<file path="config.mk">
export PLATFORM = sky130hd
export DESIGN_NAME = pcie_tx_arb
export DESIGN_NICKNAME = d
export VERILOG_FILES = /design/src/rtl/pcie_pkg.sv /design/src/rtl/pcie_tx_wdog.sv /design/src/rtl/pcie_tx_arb.sv
export SDC_FILE = /design/constraint.sdc
export NUM_CORES = 1
export LEC_CHECK = 0
export ABC_AREA = 1
export BUFFER_PORTS_ARGS = -buffer_cell sky130_fd_sc_hd__buf_2
export CAP_MARGIN = 20
export CORE_AREA = 5 5 72 74
export CTS_BUF_LIST = sky130_fd_sc_hd__clkbuf_8
export DETAILED_ROUTE_END_ITERATION = 7
export DIE_AREA = 0 0 77 79
export HOLD_SLACK_MARGIN = 0.1
export PLACE_DENSITY = 0.68
export SYNTH_ARGS = -nofsm -noshare
export SYNTH_HDL_FRONTEND = slang
export SYNTH_SLANG_ARGS = --single-unit
</file>
<file path="constraint.sdc">
create_clock -name pcie_clk -period 4.17 [get_ports pcie_clk]
set_input_delay 0.417 -clock pcie_clk [delete_from_list [all_inputs] [get_ports pcie_clk]]
set_output_delay 0.417 -clock pcie_clk [all_outputs]
set_load 0.05 [all_outputs]
</file>
<file path="src/rtl/pcie_pkg.sv">
// pcie_pkg: definitions shared by the PCIe transmit arbiter and the TLP engine.
//   - arb_state_e : transmit arbiter state encodings (3-bit)
//   - TLP_*       : TLP fmt/type command codes
//   - RX_*/TX_*   : TLP engine receive/transmit state constants
//   - rr_pick     : two-way round-robin selection helper
package pcie_pkg;

    typedef enum logic [2:0] {
        ARB_IDLE   = 3'd0,
        ARB_REQ    = 3'd1,
        ARB_WAITST = 3'd2,
        ARB_XFER   = 3'd3,
        ARB_FLUSH  = 3'd4
    } arb_state_e;

    // TLP fmt/type command codes
    localparam logic [7:0] TLP_MRD32 = 8'h00;
    localparam logic [7:0] TLP_MRD64 = 8'h20;
    localparam logic [7:0] TLP_MWR32 = 8'h40;
    localparam logic [7:0] TLP_MWR64 = 8'h60;
    localparam logic [7:0] TLP_MSG   = 8'h30;
    localparam logic [7:0] TLP_CPL   = 8'h0A;
    localparam logic [7:0] TLP_CPLD  = 8'h4A;

    // TLP engine receive states
    localparam logic [2:0] RX_IDLE = 3'd0;
    localparam logic [2:0] RX_HDR  = 3'd1;
    localparam logic [2:0] RX_DATA = 3'd2;
    localparam logic [2:0] RX_DONE = 3'd3;

    // TLP engine transmit states
    localparam logic [2:0] TX_IDLE = 3'd0;
    localparam logic [2:0] TX_HDR  = 3'd1;
    localparam logic [2:0] TX_DATA = 3'd2;
    localparam logic [2:0] TX_DONE = 3'd3;

    // Round-robin pick: on a tie the requester not served last wins,
    // a lone requester always wins.
    function automatic logic rr_pick(input logic req0, input logic req1, input logic last);
        logic pick;
        if (req0 && req1) begin
            pick = ~last;
        end else if (req1) begin
            pick = 1'b1;
        end else begin
            pick = 1'b0;
        end
        return pick;
    endfunction

endpackage

</file>
<file path="src/rtl/pcie_tx_wdog.sv">
// pcie_tx_wdog: saturating watchdog counter for the transmit arbiter.
//   pcie_clk, sys_rst : clock, synchronous active-high reset
//   clr               : reload the counter with zero (state change)
//   tmo_start         : start-strobe wait has used its full START_TMO cycles
//   tmo_pkt           : packet has forwarded PKT_TMO words without an end strobe
module pcie_tx_wdog
    import pcie_pkg::*;
#(
    parameter int START_TMO = 16,
    parameter int PKT_TMO   = 1024,
    parameter int CNT_W     = 11
) (
    input  logic pcie_clk,
    input  logic sys_rst,
    input  logic clr,
    output logic tmo_start,
    output logic tmo_pkt
);

    localparam logic [CNT_W-1:0] CNT_MAX   = {CNT_W{1'b1}};
    localparam logic [CNT_W-1:0] CNT_ONE   = CNT_W'(1);
    // Count 0 is the first waiting cycle, so the last allowed cycle is START_TMO-1.
    localparam logic [CNT_W-1:0] START_LIM = CNT_W'(START_TMO - 1);
    // The start word is taken before the transfer state is entered and the
    // current cycle carries one more word, so count+2 words are out when
    // the count equals PKT_TMO-2.
    localparam logic [CNT_W-1:0] PKT_LIM   = CNT_W'(PKT_TMO - 2);

    logic [CNT_W-1:0] cnt_r;

    // Watchdog counter: clears on reload, otherwise counts up and saturates.
    always_ff @(posedge pcie_clk) begin
        if (sys_rst) begin
            cnt_r <= {CNT_W{1'b0}};
        end else if (clr) begin
            cnt_r <= {CNT_W{1'b0}};
        end else if (cnt_r != CNT_MAX) begin
            cnt_r <= cnt_r + CNT_ONE;
        end else begin
            cnt_r <= cnt_r;
        end
    end

    assign tmo_start = (cnt_r >= START_LIM);
    assign tmo_pkt   = (cnt_r >= PKT_LIM);

endmodule

</file>
<file path="src/rtl/pcie_tx_arb.sv">
// pcie_tx_arb: packet-granular round-robin arbiter for the 16-bit PCIe
// transmit interface, with a start/packet watchdog.
//   pcie_clk, sys_rst          : clock, synchronous active-high reset
//   m0_* / m1_*                : requester req/gnt handshake and st/end/data stream
//   tx_req, tx_rdy             : core-side request handshake
//   tx_st, tx_end, tx_data     : registered word stream to the core
//   busy, owner, err_tmo       : status (not idle, current/last owner, sticky timeout)
module pcie_tx_arb
    import pcie_pkg::*;
#(
    parameter int START_TMO = 16,
    parameter int PKT_TMO   = 1024,
    parameter int CNT_W     = 11
) (
    input  logic        pcie_clk,
    input  logic        sys_rst,
    input  logic        m0_req,
    output logic        m0_gnt,
    input  logic        m0_st,
    input  logic        m0_end,
    input  logic [15:0] m0_data,
    input  logic        m1_req,
    output logic        m1_gnt,
    input  logic        m1_st,
    input  logic        m1_end,
    input  logic [15:0] m1_data,
    output logic        tx_req,
    input  logic        tx_rdy,
    output logic        tx_st,
    output logic        tx_end,
    output logic [15:0] tx_data,
    output logic        busy,
    output logic        owner,
    output logic        err_tmo
);

    arb_state_e  state_r, nxt_state_s;
    logic        owner_r, nxt_owner_s, last_r;
    logic        gnt_s, upd_last_s, set_err_s, cnt_clr_s;
    logic        own_st_s, own_end_s;
    logic [15:0] own_data_s;
    logic        tmo_start_s, tmo_pkt_s;
    logic        tx_req_r, m0_gnt_r, m1_gnt_r, tx_st_r, tx_end_r, busy_r, err_r;
    logic [15:0] tx_data_r;

    pcie_tx_wdog #(
        .START_TMO (START_TMO),
        .PKT_TMO   (PKT_TMO),
        .CNT_W     (CNT_W)
    ) u_wdog (
        .pcie_clk  (pcie_clk),
        .sys_rst   (sys_rst),
        .clr       (cnt_clr_s),
        .tmo_start (tmo_start_s),
        .tmo_pkt   (tmo_pkt_s)
    );

    // Owner stream select; the non-owner's stream never reaches the core.
    always_comb begin
        if (owner_r) begin
            own_st_s   = m1_st;
            own_end_s  = m1_end;
            own_data_s = m1_data;
        end else begin
            own_st_s   = m0_st;
            own_end_s  = m0_end;
            own_data_s = m0_data;
        end
    end

    // Next-state, grant, pointer-update and timeout decisions.
    always_comb begin
        nxt_state_s = state_r;
        nxt_owner_s = owner_r;
        gnt_s       = 1'b0;
        upd_last_s  = 1'b0;
        set_err_s   = 1'b0;
        case (state_r)
            ARB_IDLE: begin
                if (m0_req || m1_req) begin
                    nxt_owner_s = rr_pick(m0_req, m1_req, last_r);
                    nxt_state_s = ARB_REQ;
                end else begin
                    nxt_state_s = ARB_IDLE;
                end
            end
            ARB_REQ: begin
                if (tx_rdy) begin
                    gnt_s       = 1'b1;
                    nxt_state_s = ARB_WAITST;
                end else begin
                    nxt_state_s = ARB_REQ;
                end
            end
            ARB_WAITST: begin
                if (own_st_s) begin
                    if (own_end_s) begin
                        upd_last_s  = 1'b1;
                        nxt_state_s = ARB_IDLE;
                    end else begin
                        nxt_state_s = ARB_XFER;
                    end
                end else if (tmo_start_s) begin
                    set_err_s   = 1'b1;
                    upd_last_s  = 1'b1;
                    nxt_state_s = ARB_IDLE;
                end else begin
                    nxt_state_s = ARB_WAITST;
                end
            end
            ARB_XFER: begin
                if (own_end_s) begin
                    upd_last_s  = 1'b1;
                    nxt_state_s = ARB_IDLE;
                end else if (tmo_pkt_s) begin
                    nxt_state_s = ARB_FLUSH;
                end else begin
                    nxt_state_s = ARB_XFER;
                end
            end
            ARB_FLUSH: begin
                set_err_s   = 1'b1;
                upd_last_s  = 1'b1;
                nxt_state_s = ARB_IDLE;
            end
            default: begin
                nxt_state_s = ARB_IDLE;
            end
        endcase
    end

    assign cnt_clr_s = (nxt_state_s != state_r);

    // State, handshake, status and registered data-path stage.
    always_ff @(posedge pcie_clk) begin
        if (sys_rst) begin
            state_r   <= ARB_IDLE;
            owner_r   <= 1'b0;
            last_r    <= 1'b1;
            tx_req_r  <= 1'b0;
            m0_gnt_r  <= 1'b0;
            m1_gnt_r  <= 1'b0;
            tx_st_r   <= 1'b0;
            tx_end_r  <= 1'b0;
            tx_data_r <= 16'h0000;
            busy_r    <= 1'b0;
            err_r     <= 1'b0;
        end else begin
            state_r  <= nxt_state_s;
            owner_r  <= nxt_owner_s;
            tx_req_r <= (nxt_state_s == ARB_REQ);
            m0_gnt_r <= gnt_s & ~owner_r;
            m1_gnt_r <= gnt_s & owner_r;
            busy_r   <= (nxt_state_s != ARB_IDLE);
            err_r    <= err_r | set_err_s;
            if (upd_last_s) begin
                last_r <= owner_r;
            end else begin
                last_r <= last_r;
            end
            if ((state_r == ARB_WAITST) || (state_r == ARB_XFER)) begin
                tx_st_r   <= own_st_s;
                tx_end_r  <= own_end_s;
                tx_data_r <= own_data_s;
            end else if (state_r == ARB_FLUSH) begin
                tx_st_r   <= 1'b0;
                tx_end_r  <= 1'b1;
                tx_data_r <= 16'h0000;
            end else begin
                tx_st_r   <= 1'b0;
                tx_end_r  <= 1'b0;
                tx_data_r <= tx_data_r;
            end
        end
    end

    assign tx_req  = tx_req_r;
    assign m0_gnt  = m0_gnt_r;
    assign m1_gnt  = m1_gnt_r;
    assign tx_st   = tx_st_r;
    assign tx_end  = tx_end_r;
    assign tx_data = tx_data_r;
    assign busy    = busy_r;
    assign owner   = owner_r;
    assign err_tmo = err_r;

endmodule

</file>
# After elaboration in Yosys (flattened, before gate mapping)

Cells that the tools add are included.

Output and inout bits: 24
Logic and storage cells: 62
Bits of input ports: 41
Flip-flop bits (word level): 39

Reduce and logical (&&, ||, !) cells: 9
Muxes and demuxes: 25
Add/sub/neg operators: 1
Bitwise logic cells: 6
Order comparisons: 2
Eq/ne operators: 7

Operator list:

| kind                                                                     | number |
|---|---|
| 16-bit 2-to-1 mux                                                        | 3 |
| 1-bit 2-to-1 mux                                                         | 13 |
| 3-bit one-hot mux with 4 select lines                                    | 1 |
| 11-bit by 1-bit adder with 11-bit output (second input constant)         | 1 |
| 11-bit by 10-bit >= comparator with 1-bit output (second input constant) | 1 |
| 11-bit by 4-bit >= comparator with 1-bit output (second input constant)  | 1 |
| 11-bit != test (second input constant)                                   | 1 |
| 3-bit 2-to-1 mux                                                         | 3 |
| 3-bit by 1-bit == test with 1-bit output (second input constant)         | 2 |
| 3-bit by 2-bit == test with 1-bit output (second input constant)         | 2 |
| 2-bit 2-to-1 mux                                                         | 3 |
| 2-bit OR reduction                                                       | 2 |
| 3-bit == test (second input constant)                                    | 1 |
| 3-bit zero test                                                          | 1 |
| 3-bit != test                                                            | 1 |
| 1-bit inverter                                                           | 3 |
| 1-bit one-hot mux with 3 select lines                                    | 1 |
| 3-bit nonzero test                                                       | 1 |
| 1-bit AND                                                                | 2 |
| 1-bit logical OR                                                         | 2 |
| 1-bit one-hot mux with 2 select lines                                    | 1 |
| 2-bit AND reduction                                                      | 1 |
| 2-bit nonzero test                                                       | 1 |
| 1-bit logical AND                                                        | 1 |
| 1-bit OR                                                                 | 1 |

# Longest topological paths before layout

Word-level depth: 6
Depth in mapped cells: 12
Gate-level depth less buffers: 11

# Modules after synthesis

From an unflattened synthesis, not the netlist that was laid out.

Cell total of the unflattened synthesis: 297
Area, all modules: 1994.4 um^2

Modules (own cells, without submodules):

| module       | sequential area each (um^2) | instances | area an instance (um^2) | cells an instance |
|---|---|---|---|---|
| pcie_tx_arb  | 560.5                       | 1         | 1345.0                  | 202 |
| pcie_tx_wdog | 220.2                       | 1         | 649.4                   | 95 |

# Least setup slack after synthesis

No wires, ideal clock.

Path kind: flip-flop to flip-flop
Start point: register owner_r, in the netlist owner
End point: register u_wdog.cnt_r[4]
Path buffers: 1
Clock period less this slack: 1811 ps
Setup time: 117 ps
Required time: 4053 ps
Arrival: 1694 ps
Slack: 2359 ps
Stages on the path, launching flop included: 11
Cells stage by stage: dfxtp_1 > inv_2 > nand2_2 > nand2_2 > nor2_4 > nand4_4 > a21oi_1 > nor2_1 > nand2_1 > buf_6 > nor2_2

Cells in the longest elaborated chain, start to end: 6
Elaborated cells between the ends (all ways): 8
Those cells by class: eq/ne (1); mux (6); reduce/logical (1)

RTL lines:

| item                                      | line               | text |
|---|---|---|
| start, declared                           | pcie_tx_arb.sv:38  | `logic owner_r, nxt_owner_s, last_r;` |
| start signal, assigned                    | pcie_tx_arb.sv:150 | `owner_r <= nxt_owner_s;` |
| 1-bit 2-to-1 mux                          | pcie_tx_arb.sv:60  | `if (owner_r) begin` |
| 2-bit 2-to-1 mux                          | pcie_tx_arb.sv:97  | `if (own_end_s) begin` |
| 3-bit 2-to-1 mux                          | pcie_tx_arb.sv:96  | `if (own_st_s) begin` |
| 3-bit one-hot mux with 4 select lines (*) | pcie_tx_arb.sv:78  | `case (state_r)` |
| 3-bit != test (*)                         | pcie_tx_arb.sv:132 | `assign cnt_clr_s = (nxt_state_s != state_r);` |
| 2-bit OR reduction (no source line) (*)   | n/a                |  |
| end signal, assigned                      | pcie_tx_wdog.sv:36 | `cnt_r <= {CNT_W{1'b0}};` |
| end signal, assigned                      | pcie_tx_wdog.sv:38 | `cnt_r <= cnt_r + CNT_ONE;` |
| end signal, assigned                      | pcie_tx_wdog.sv:40 | `cnt_r <= cnt_r;` |
| end, declared                             | pcie_tx_wdog.sv:29 | `logic [CNT_W-1:0] cnt_r;` |

Mark *: on every way between the ends. The rest lies on a longest branch, timed or not.
A chain may end at the register's enable or synchronous reset.

# Worst setup path in the final report

Start point: register owner_r, in the netlist owner
End point: register u_wdog.cnt_r[0]

Same word-level chain as after synthesis.

==> impl_metrics.yaml <==
clock_tree:
  tritoncts: "yes"
  cts_setup_buffers: 0
  clock_sinks: 39
  path_clk_slew_ps: 70
  postCtsHoldBufs: 0
  htreeDepth: 2
  clk_path_buf_depth: 2
  cts_buffers: 5
  cts_resized: 0
  clock_latency_ps: 290
  cts-root-buf: "clkbuf_8"
finish:
  diodes: 0
  fin_cells: 396
  area_growth_pct: 21.9
  drive_gt1_frac: 0.284
  final_area_sq_um: 2350
  final_nets: 386
  final_common_cell: "buf_2"
  layout_common_cells: "buf_2, nor2_1, nand2_1, dfxtp_1, a21oi_1"
yosys:
  yosysUniqueCellTypes: 26
  postSynthAreaPerCell_sq_um: 6.90
  synth_area_sq_um: 1930
  synth_cells: 280
  syn_nets: 323
  synth_warnings: 0
  ys_ff_latch: 39
  ys_seq_area_frac: 0.404
floorplan:
  start_util: 0.426
  dieArea_sq_um: 6080
  rows: 25
  die_w_microns: 77
  ios: 65
  die_h_microns: 79
  core-area_sq_um: 4540
sta:
  setup_slack_ps: 1730
  hold_viol_final: 0
  fin_tns_setup_ps: 0
  min_period_over_period: 0.585
  fin_crit_ps: 2440
  hold-worst-slack_ps: 430
  max_freq_ghz: 0.410
  slew_headroom: 0.498
  rsz0062_at_grt: "no"
  setup_viol: 0
  skew_ps: 4.89
  worstMarginPinSlew_ps: 752
  slew_viol_final: 0
critical_path:
  slowest_stage: "dfxtp_1"
  slowest_delay_ps: 810
  worst-path-buf-inv: 1
  crit_type: "flop to flop"
  path_max_fanout: 23
  cp_cell_sequence: "inv_2 > nand2_2 > nand2_2 > nor2_4 > nand4_4 > a21oi_1 > nor2_1 > nand2_1 > nor2_1"
  critPathCaptureType: "flop"
  cpLargestDelayFamily: "simple AND/OR/NAND/NOR gates"
  crit_required_ps: 4330
  cp-start-kind: "flop"
  cp_data_arrival_time_ps: 2590
power:
  vdd.ir_drop.worst_v: 0.000155
  p_int_uw: 552
  seqPwrFrac: 0.507
  pwr-share-clk: 0.281
  p_leak_uw: 0.00108
  power.switching_uw: 254
  p_per_area_nw_per_um2: 342
  combPwrFrac: 0.213
  power.share.switching: 0.315
run:
  cap_viol_max_count: 0
place:
  gp_congestion: 0.876
  io_buffers: 64
  place_inst: 389
  dp_slack_ps: 1750
  placed_area_sq_um: 2270
  place_hpwl_mm: 3.56
route:
  wire_per_inst_microns: 11.7
  drtIter0Drc: 95
  drt_pass1_iterations: 4
  detail_route.vias_per_cell: 4.80
  ant_nets: 0
  vias: 1901
  drcViolationCount: 0
  wl_mm: 4.62
global_route:
  grt_pass1_wl_mm: 7.75
  grt_pass1_vias: 1761
  grt_overflow: 0
  grt_max_degree: 24
  grt_antenna_before_repair: 0
  grt_usage: 0.157
run_status:
  status: "complete, no violations"
hold_path:
  timing.hold.worst.class: "input pin to flop"
## power by group through the flow
stage | Combinational [uW] | Sequential (uW) | Clock, uW
floorplan | 84.8 | 457 | 0
global placement | 170 | 416 | 0
detailed placement | 171 | 417 | 0
CTS | 172 | 408 | 237
global route | 189 | 412 | 256
finish | 172 | 408 | 226
## cell usage after synthesis, drive strengths merged
master | n | area (sq um)
xnor2 | 3 | 26.3
buf | 4 | 26.3
clkbuf | 5 | 18.8
nand3 | 17 | 95.1
ha | 2 | 25.0
nand4 | 1 | 21.3
dfxtp | 39 | 781
inv | 26 | 97.6
o21ai | 20 | 100
xor2 | 5 | 43.8
a31oi | 1 | 6.26
nor3 | 4 | 25.0
nand2 | 53 | 204
a211oi | 1 | 7.51
nor3b | 1 | 12.5
nor2 | 73 | 314
or2 | 1 | 6.26
a21oi | 24 | 120
## worst min-delay path, stage by stage
cell	delay (ps)
buf_2	70
o21ai_0	60
a21oi_1	130
## registers in the layout, summed over array words and instances (netlist names)
name,cells
tx_req,1
m1_gnt,1
owner,1
last_r,1
m0_gnt,1
busy,1
state_r,3
tx_data,16
err_tmo,1
tx_st,1
tx_end,1
u_wdog.cnt_r,11
## metrics by stage
stage               total power [uW]   util
global route                     856  0.519
CTS                              817  0.517
detailed placement               588  0.501
finish                           806  0.519
floorplan                        542      -
global placement                 586  0.501
## final cells by class
| type | instances | area [sq um] |
|---|---|---|
| multi-input combinational | 206 | 1010 |
| inverter | 26 | 97.6 |
| clock buffer | 5 | 68.8 |
| fill | 447 | 2180 |
| tap | 54 | 67.6 |
| clock inverter | 1 | 3.75 |
| sequential | 39 | 781 |
| timing repair buffer | 65 | 328 |
## final timing paths
check | from | end | slack (ps) | cells past startpoint
min reg2reg | tx_data[15]$_SDFFE_PP0P_ | tx_data[15]$_SDFFE_PP0P_ | 460 | 2
max | owner$_SDFFE_PP0P_ | u_wdog.cnt_r[0]$_SDFFE_PP0P_ | 1730 | 9
max reg2reg | owner$_SDFFE_PP0P_ | u_wdog.cnt_r[0]$_SDFFE_PP0P_ | 1730 | 9
min | m0_data[9] | tx_data[9]$_SDFFE_PP0P_ | 430 | 3
## metal layers
metal	track usage	vias to the layer above	part of all wire
met5	0	-	0
met4	0.0722	0	0.020
met3	0.0499	7	0.051
met2	0.257	37	0.49
met1	0.186	852	0.44
li1	-	1005	-
## logic make-up (layout without fill, tap and decap cells)
| kind of cell | after synthesis | count (layout) | share of synthesized area |
|---|---|---|---|
| buf+inv | 35 | 97 | 0.0739 |
| compound gates | 46 | 46 | 0.121 |
| fa+ha+maj | 2 | 2 | 0.0130 |
| flops | 39 | 39 | 0.404 |
| simple gates | 150 | 150 | 0.351 |
| xor+xnor | 8 | 8 | 0.0363 |
No activity file was read; power rests on OpenSTA's default activity.
